==> src/rtl/button_event_ctrl.sv <==
// Multi-channel push-button controller: 2-FF synchronizers, one shared 10 ms tick prescaler
// and per-channel debounce/event FSMs producing a debounced level and single-cycle strobes.
module button_event_ctrl #(
  parameter int unsigned CLK_FREQ     = 50000000,
  parameter int unsigned N            = 4,
  parameter int unsigned LONG_TICKS   = 50,
  parameter int unsigned REPEAT_TICKS = 10
) (
  input  logic         clk,
  input  logic         reset,
  input  logic [N-1:0] btn_in,
  output logic [N-1:0] pressed,
  output logic [N-1:0] press_evt,
  output logic [N-1:0] release_evt,
  output logic [N-1:0] long_evt,
  output logic [N-1:0] repeat_evt
);

  localparam int unsigned TICK_DIV = CLK_FREQ / 100;
  localparam int unsigned PW       = (TICK_DIV > 1) ? $clog2(TICK_DIV) : 1;
  localparam int unsigned CMAX_LR  = (LONG_TICKS > REPEAT_TICKS) ? LONG_TICKS : REPEAT_TICKS;
  localparam int unsigned CMAX     = (CMAX_LR > 2) ? CMAX_LR : 2;
  localparam int unsigned CW       = $clog2(CMAX + 1);

  typedef enum logic [2:0] {
    StIdle,
    StDbPress,
    StHeld,
    StLongHeld,
    StDbRelease
  } state_e;

  logic [PW-1:0] presc;
  logic          tick;
  logic [N-1:0]  sync1;
  logic [N-1:0]  sync2;

  assign tick = (presc == PW'(TICK_DIV - 1));

  always_ff @(posedge clk or posedge reset) begin
    if (reset) begin
      presc <= '0;
    end else if (tick) begin
      presc <= '0;
    end else begin
      presc <= presc + 1'b1;
    end
  end

  always_ff @(posedge clk or posedge reset) begin
    if (reset) begin
      sync1 <= '0;
      sync2 <= '0;
    end else begin
      sync1 <= btn_in;
      sync2 <= sync1;
    end
  end

  for (genvar i = 0; i < N; i++) begin : g_ch
    state_e        state;
    logic [CW-1:0] cnt;
    logic [CW-1:0] cnt_inc;
    logic          pressed_r;
    logic          press_r;
    logic          release_r;
    logic          long_r;
    logic          repeat_r;

    assign cnt_inc = cnt + 1'b1;

    // A sync change always takes priority over a tick arriving in the same cycle.
    always_ff @(posedge clk or posedge reset) begin
      if (reset) begin
        state     <= StIdle;
        cnt       <= '0;
        pressed_r <= 1'b0;
        press_r   <= 1'b0;
        release_r <= 1'b0;
        long_r    <= 1'b0;
        repeat_r  <= 1'b0;
      end else begin
        press_r   <= 1'b0;
        release_r <= 1'b0;
        long_r    <= 1'b0;
        repeat_r  <= 1'b0;
        unique case (state)
          StIdle: begin
            if (sync2[i]) begin
              state <= StDbPress;
              cnt   <= '0;
            end
          end
          StDbPress: begin
            if (!sync2[i]) begin
              state <= StIdle;
              cnt   <= '0;
            end else if (tick) begin
              if (cnt_inc == CW'(2)) begin
                state     <= StHeld;
                cnt       <= '0;
                press_r   <= 1'b1;
                pressed_r <= 1'b1;
              end else begin
                cnt <= cnt_inc;
              end
            end
          end
          StHeld: begin
            if (!sync2[i]) begin
              state <= StDbRelease;
              cnt   <= '0;
            end else if (tick) begin
              if (cnt_inc == CW'(LONG_TICKS)) begin
                state  <= StLongHeld;
                cnt    <= '0;
                long_r <= 1'b1;
              end else begin
                cnt <= cnt_inc;
              end
            end
          end
          StLongHeld: begin
            if (!sync2[i]) begin
              state <= StDbRelease;
              cnt   <= '0;
            end else if (tick) begin
              if (cnt_inc == CW'(REPEAT_TICKS)) begin
                cnt      <= '0;
                repeat_r <= 1'b1;
              end else begin
                cnt <= cnt_inc;
              end
            end
          end
          StDbRelease: begin
            // Returning high here is a release glitch: resume holding, long timing restarts.
            if (sync2[i]) begin
              state <= StHeld;
              cnt   <= '0;
            end else if (tick) begin
              if (cnt_inc == CW'(2)) begin
                state     <= StIdle;
                cnt       <= '0;
                release_r <= 1'b1;
                pressed_r <= 1'b0;
              end else begin
                cnt <= cnt_inc;
              end
            end
          end
          default: begin
            state <= StIdle;
            cnt   <= '0;
          end
        endcase
      end
    end

    assign pressed[i]     = pressed_r;
    assign press_evt[i]   = press_r;
    assign release_evt[i] = release_r;
    assign long_evt[i]    = long_r;
    assign repeat_evt[i]  = repeat_r;
  end

endmodule

==> config.mk <==
export PLATFORM = sky130hd
export DESIGN_NAME = button_event_ctrl
export DESIGN_NICKNAME = d
export VERILOG_FILES = /design/src/rtl/button_event_ctrl.sv
export SDC_FILE = /design/constraint.sdc
export NUM_CORES = 1
export LEC_CHECK = 0
export BUFFER_PORTS_ARGS = -buffer_cell sky130_fd_sc_hd__buf_2
export CAP_MARGIN = 30
export CORE_MARGIN = 1
export CORE_UTILIZATION = 40
export DETAILED_ROUTE_END_ITERATION = 7
export PLACE_DENSITY = 0.59
export SETUP_SLACK_MARGIN = 0.5
export SYNTH_ARGS = -nofsm -noshare
export SYNTH_HDL_FRONTEND = slang
export SYNTH_SLANG_ARGS = --single-unit
==> constraint.sdc <==
create_clock -name clk -period 2.8 [get_ports clk]
set_input_delay 0.56 -clock clk [delete_from_list [all_inputs] [get_ports clk]]
set_output_delay 0.56 -clock clk [all_outputs]
set_load 0.05 [all_outputs]
# --- Word-level counts from Yosys, hierarchy flattened ---
# Index checks and enable logic that the tools add are counted.
# W data, S select, Z words.
word_totals:
  regBits: 83
  input_bits: 6
  out_inout_bits: 20
  wordCells: 326
classes:
  add_sub_neg: 5
  eq_ne: 89
  n_mux: 181
  n_reduce_logical: 20
ops:
  columns: ["op", "n"]
  rows:
  - ["$mux W6", 44]
  - ["$mux W3", 44]
  - ["$pmux W6 S5", 4]
  - ["$ne A3 B3 Y1 const B", 28]
  - ["$mux W1", 80]
  - ["$ne A2 B2 Y1 const B", 32]
  - ["$pmux W3 S5", 4]
  - ["$reduce_and A8 Y1", 4]
  - ["$reduce_and A7 Y1", 4]
  - ["$add A6 B1 Y6 const B", 4]
  - ["$eq A3 B2 Y1 const B", 8]
  - ["$eq A6 B2 Y1 const B", 4]
  - ["$eq A6 B4 Y1 const B", 4]
  - ["$eq A6 B6 Y1 const B", 4]
  - ["$add A19 B1 Y19 const B", 1]
  - ["$eq A19 B19 Y1 const B", 1]
  - ["$mux W19", 1]
  - ["$eq A3 B1 Y1 const B", 4]
  - ["$eq A3 B3 Y1 const B", 4]
  - ["$logic_not A3 Y1", 4]
  - ["$reduce_and A3 Y1", 4]
  - ["$pmux W1 S2", 4]
  - ["$reduce_bool A2 Y1", 4]

# --- Depth between registers and ports, before layout ---
depth:
  word_depth: 6
  depth_mapped: 9
  depth_no_buf: 8

# --- Worst setup path before layout ---
# Ideal clock, no wire load.
synth_path:
  path_kind: "register -> register"
  from: "register presc[0]"
  to: "register g_ch[2].pressed_r"
  setup_ns: 0.127
  arrival_ns: 2.175
  required_time_ns: 2.673
  setup_slack_ns: 0.499
  stages_incl_launch_ff: 10
  n_path_buf: 2
  period_less_slack_ns: 2.301
  cell_sequence: "dfrtp_1 > ha_1 > and4_4 > nand4_4 > or2_0 > buf_2 > or3_1 > buf_2 > o41ai_2 > o2bb2a_1"
synth_between:
  elab_chain_len: 3
  word_cells_on_any_way: 4
  classes_between: "eq/ne: 3; reduce/logical: 1"
synth_rtl:
  columns: ["item", "line_no", "rtl"]
  rows:
  - ["from (decl)", "33", "logic [PW-1:0] presc;"]
  - ["from (signal assigned)", "46", "presc <= presc + 1'b1;"]
  - ["$eq A19 B19 Y1 (*)", "38", "assign tick = (presc == PW'(TICK_DIV - 1));"]
  - ["$ne A2 B2 Y1 (no line)", null, null]
  - ["$reduce_and A7 Y1 (no line) (*)", null, null]
  - ["to (signal assigned)", "77", "pressed_r <= 1'b0;"]
  - ["to (signal assigned)", "103", "pressed_r <= 1'b1;"]
  - ["to (signal assigned)", "146", "pressed_r <= 1'b0;"]
  - ["to (decl)", "64", "logic pressed_r;"]
# Mark *: on every way between the ends. The rest lies on a longest branch, timed or not.
# A chain may end at the register's enable or synchronous reset.

# --- Worst setup path in the final report ---
layout_path:
  from: "register g_ch[2].cnt[1]"
  to: "register g_ch[2].pressed_r"
layout_between:
  elab_chain_len: 4
  word_cells_on_any_way: 5
  classes_between: "add/sub: 1; eq/ne: 3; reduce/logical: 1"
layout_rtl:
  columns: ["item", "line_no", "rtl"]
  rows:
  - ["from (decl)", "62", "logic [CW-1:0] cnt;"]
  - ["from (signal assigned)", "105", "cnt <= cnt_inc;"]
  - ["from (signal assigned)", "119", "cnt <= cnt_inc;"]
  - ["from (signal assigned)", "132", "cnt <= cnt_inc;"]
  - ["$add A6 B1 Y6 (*)", "70", "assign cnt_inc = cnt + 1'b1;"]
  - ["$eq A6 B2 Y1 (*)", "99, 142", null]
  - ["$ne A2 B2 Y1 (no line)", null, null]
  - ["$reduce_and A7 Y1 (no line) (*)", null, null]
# Marked as above.

==> impl_metrics.xml <==
<?xml version="1.0" encoding="UTF-8"?>
<metrics>
  <group name="status">
    <metric name="run_status" unit="">finished, final reports clean</metric>
  </group>
  <group name="route">
    <metric name="post_drt_wl_per_cell" unit="um">15.3</metric>
    <metric name="drt_wl_total" unit="mm">11.8</metric>
    <metric name="final_antenna_net_count" unit="">0</metric>
    <metric name="vias_per_cell" unit="">5.72</metric>
    <metric name="via_count" unit="">4428</metric>
    <metric name="detailedRoute.firstPassIterationCount" unit="">5</metric>
    <metric name="dr.first_iter.drc_count" unit="">403</metric>
    <metric name="drt_drc_violations_left" unit="">0</metric>
  </group>
  <group name="grt">
    <metric name="grt.total_usage" unit="%">18.9</metric>
    <metric name="via_count_of_the_first_global_routing_pass" unit="">3973</metric>
    <metric name="grt.met3_usage" unit="%">3.09</metric>
    <metric name="grt_first_pass_wirelength" unit="mm">19.6</metric>
    <metric name="grt_antenna_before_repair" unit="">0</metric>
    <metric name="use_met1" unit="%">26.6</metric>
    <metric name="global_route.peak_usage_layer" unit="">met2</metric>
    <metric name="groute.layer.met2.usage" unit="%">28.5</metric>
    <metric name="grt_max_degree" unit="">54</metric>
    <metric name="grt_remaining_overflow" unit="">0</metric>
  </group>
  <group name="synth">
    <metric name="yosys_warnings" unit="">0</metric>
    <metric name="ys_seq_area_share" unit="%">40.3</metric>
    <metric name="yosysMostFrequentCell" unit="">sky130_fd_sc_hd__dfrtp_1</metric>
    <metric name="synth_fp_nets" unit="">602</metric>
    <metric name="async_reset_ff_share" unit="%">100</metric>
    <metric name="synth.avg_cell_area" unit="um2">8.78</metric>
    <metric name="ys_top_cells_by_count" unit="">83 x sky130_fd_sc_hd__dfrtp_1, 51 x sky130_fd_sc_hd__nand2_1, 50 x sky130_fd_sc_hd__nor2_1, 31 x sky130_fd_sc_hd__a21oi_1, 30 x sky130_fd_sc_hd__nand3_1</metric>
    <metric name="prevailing_post_synth_register_cell" unit="">sky130_fd_sc_hd__dfrtp_1</metric>
    <metric name="synth.ff_latch_count" unit="">83</metric>
    <metric name="yosysUniqueCellTypes" unit="">72</metric>
    <metric name="postSynthCellCount" unit="">587</metric>
    <metric name="synth.cell_area" unit="um2">5150</metric>
    <metric name="post_synth_main_area_contributors" unit="">sky130_fd_sc_hd__dfrtp_1 40%, sky130_fd_sc_hd__nand2_1 3.7%, sky130_fd_sc_hd__nor2_1 3.6%, sky130_fd_sc_hd__a21oi_1 3.0%, sky130_fd_sc_hd__buf_4 2.9%</metric>
    <metric name="synthDominantCellAreaShare" unit="%">40.3</metric>
    <metric name="synth_largest_area_cell" unit="">sky130_fd_sc_hd__dfrtp_1</metric>
    <metric name="synth-edff-count" unit="">0</metric>
  </group>
  <group name="finish">
    <metric name="layout-area-overhead-vs-synth" unit="%">14.9</metric>
    <metric name="layout-drive-gt1-share" unit="%">20.1</metric>
    <metric name="num_antenna_cells" unit="">0</metric>
    <metric name="filler_cell_count" unit="">1180</metric>
    <metric name="finalNetCount" unit="">612</metric>
  </group>
  <group name="worst_setup_path">
    <metric name="timing.critical_path.slowest_stage_cell" unit="">sky130_fd_sc_hd__or3_4</metric>
    <metric name="crit_path_start" unit="">g_ch[2].cnt[1]</metric>
    <metric name="timing.setup.critical_path_class" unit="">reg2reg</metric>
    <metric name="crit_path_cell_trace" unit="">ha_4, or2_4, a21oi_2, o2111ai_2, or3_4, o41ai_2, o2bb2a_2</metric>
    <metric name="critical_path.reg2reg.startpoint" unit="">g_ch[2].cnt[1]</metric>
    <metric name="crit_path_max_fanout" unit="">5</metric>
    <metric name="timing.reg2reg.worst_path_depth" unit="">7</metric>
    <metric name="endpoint_kind" unit="">register</metric>
    <metric name="critPathRequiredTime" unit="ps">3030</metric>
    <metric name="cp_slowest_stage_delay" unit="ps">450</metric>
    <metric name="timing.critical_path.arrival" unit="ps">2490</metric>
    <metric name="timing.critical_path.from_type" unit="">register</metric>
  </group>
  <group name="clock_network">
    <metric name="tritoncts" unit="">built</metric>
    <metric name="clk_latency" unit="ps">350</metric>
    <metric name="cts.clk_slew.worst_paths" unit="ps">60</metric>
    <metric name="cts.sinks" unit="">83</metric>
    <metric name="htree_num_levels" unit="">3</metric>
    <metric name="number_of_buffers_created_by_cts" unit="">9</metric>
    <metric name="clock_tree.buffer_depth" unit="">2</metric>
    <metric name="cts_hold_buffers" unit="">0</metric>
    <metric name="clockRootBuffer" unit="">sky130_fd_sc_hd__clkbuf_16</metric>
  </group>
  <group name="floorplanning">
    <metric name="placeableCoreArea" unit="um2">12600</metric>
    <metric name="floorplan.initialDensity" unit="%">41.0</metric>
    <metric name="rows" unit="">41</metric>
    <metric name="fp.dieW" unit="um">115</metric>
    <metric name="design.die.area" unit="um2">13300</metric>
    <metric name="floorplan.die.height" unit="um">115</metric>
    <metric name="pin_count" unit="">26</metric>
  </group>
  <group name="power">
    <metric name="cellPowerDensity" unit="nW/um2">524</metric>
    <metric name="clock_power_share" unit="%">40.0</metric>
    <metric name="power.leakage" unit="nW">2.43</metric>
    <metric name="p_comb_share" unit="%">16.1</metric>
    <metric name="share_seq_of_total_power" unit="%">43.9</metric>
    <metric name="power_report.internal_total" unit="mW">2.22</metric>
    <metric name="totalPowerFinal" unit="mW">3.10</metric>
    <metric name="ir_worst_vdd" unit="mV">0.259</metric>
    <metric name="power.switching" unit="mW">0.881</metric>
    <metric name="swShare" unit="%">28.4</metric>
  </group>
  <group name="sta">
    <metric name="timing_worst_slew_pin_value" unit="ps">768</metric>
    <metric name="post-route-period-util" unit="%">80.6</metric>
    <metric name="timing.final.hold_violations" unit="">0</metric>
    <metric name="timing.final.crit_period" unit="ps">2260</metric>
    <metric name="rsz0062_at_grt" unit="">true</metric>
    <metric name="number_of_max_slew_violations_in_the_final_report" unit="">0</metric>
    <metric name="slew_headroom" unit="%">48.4</metric>
    <metric name="max_freq" unit="MHz">443</metric>
    <metric name="clock-skew-final" unit="ps">3.78</metric>
    <metric name="final_setup_violation_count" unit="">0</metric>
    <metric name="setup-tns-final" unit="ps">0</metric>
  </group>
  <group name="flow_run">
    <metric name="max_cap_violations" unit="">0</metric>
  </group>
  <group name="min_path">
    <metric name="hold_path.class" unit="">in2async</metric>
  </group>
  <group name="place">
    <metric name="placement.io_buffers" unit="">25</metric>
    <metric name="gp_congestion" unit="">0.855</metric>
    <metric name="place.detailed.hpwl" unit="mm">8.27</metric>
  </group>
</metrics>
## layout by cell type (no fill, tap or decap), types with 10 or more instances in the layout
cell	n
sky130_fd_sc_hd__buf_4	30
sky130_fd_sc_hd__o21ai_0	19
sky130_fd_sc_hd__nor3_1	26
sky130_fd_sc_hd__dfrtp_1	75
sky130_fd_sc_hd__and3_1	10
sky130_fd_sc_hd__xnor2_1	16
sky130_fd_sc_hd__buf_2	25
sky130_fd_sc_hd__a31oi_1	12
sky130_fd_sc_hd__a21oi_1	30
sky130_fd_sc_hd__xor2_1	15
sky130_fd_sc_hd__nor2_1	49
sky130_fd_sc_hd__inv_1	17
sky130_fd_sc_hd__nand2_1	51
sky130_fd_sc_hd__nand3_1	29
## power groups by stage
stage / sequential (mW) / clock (mW) / combinational [mW]
3_5_place_dp: 1.38 / 0 / 0.483
5_1_grt: 1.37 / 1.33 / 0.572
3_3_place_gp: 1.38 / 0 / 0.482
6_report: 1.36 / 1.24 / 0.501
2_1_floorplan: 1.29 / 0 / 0.466
4_1_cts: 1.36 / 1.28 / 0.486
## flip-flops by register name, indices dropped and copies added, names as in the netlist
| register | flops |
|---|---|
| g_ch.state | 12 |
| g_ch.pressed_r | 4 |
| g_ch.long_r | 4 |
| g_ch.release_r | 4 |
| g_ch.repeat_r | 4 |
| sync2 | 4 |
| g_ch.cnt | 24 |
| sync1 | 4 |
| g_ch.press_r | 4 |
| presc | 19 |
## worst paths after layout
kind                                           to  slack, ps
worst min-delay path             g_ch[0].state[1]        310
min in group clk                         sync1[1]        320
worst max register to register  g_ch[2].pressed_r        540
max in group asynchronous          g_ch[1].cnt[0]       1790
worst min register to register           sync2[1]        350
worst max-delay path            g_ch[2].pressed_r        540
## routing by layer
metal  part of all wire (%)  vias to the layer above  routed length, um
li1                       -                     2159                  -
met1                     48                     2145               5700
met2                     46                      112               5430
met3                    4.3                       12                514
met4                    1.7                        0                205
met5                      0                        -                  0
## final cells by class
type	count	area, um2	share of cell area, %
Multi-Input combinational cell	428	2850	48.2
Sequential cell	83	2090	35.3
Timing Repair Buffer	57	382	6.45
Clock buffer	11	233	3.93
Tap cell	172	215	3.64
Clock inverter	5	77.6	1.31
Inverter	18	71.3	1.20
## timing repair
action	4_1_cts	5_1_grt
setup buffers	0	17
pin swaps	0	8
gates resized for setup	7	32
setup endpoints to repair	10	23
## kinds of logic after synthesis
| kind of cell | count (synthesis) | synth area share (%) |
|---|---|---|
| adders and majority gates | 9 | 2.19 |
| xor gates and xnor gates | 31 | 5.27 |
| AOI/OAI and AO/OA | 146 | 20.0 |
| and+or+nand+nor | 239 | 24.4 |
| DFF | 83 | 40.3 |
| muxes | 3 | 0.583 |
| buffers and inverters | 76 | 7.21 |
## critical path, delay by kind of cell (launching register included)
kind / cells / cell delay, ps
flops: 1 / 440
simple gates: 2 / 680
fa+ha+maj: 1 / 190
compound gates: 4 / 850
## metrics by stage
step | cells | worst slack [ps] | hold WS (ps) | utilization, % | area, um2
after floorplan | 587 | 510 | 331 | - | 5160
after global placement | 741 | 392 | 335 | 42.3 | 5320
after detailed placement | 741 | 314 | 335 | 42.3 | 5320
after CTS | 757 | 478 | 302 | 45.0 | 5650
after global routing | 774 | 478 | 305 | 47.1 | 5920
final | 774 | 543 | 314 | 47.1 | 5920
(Power assumes the default switching activity.)
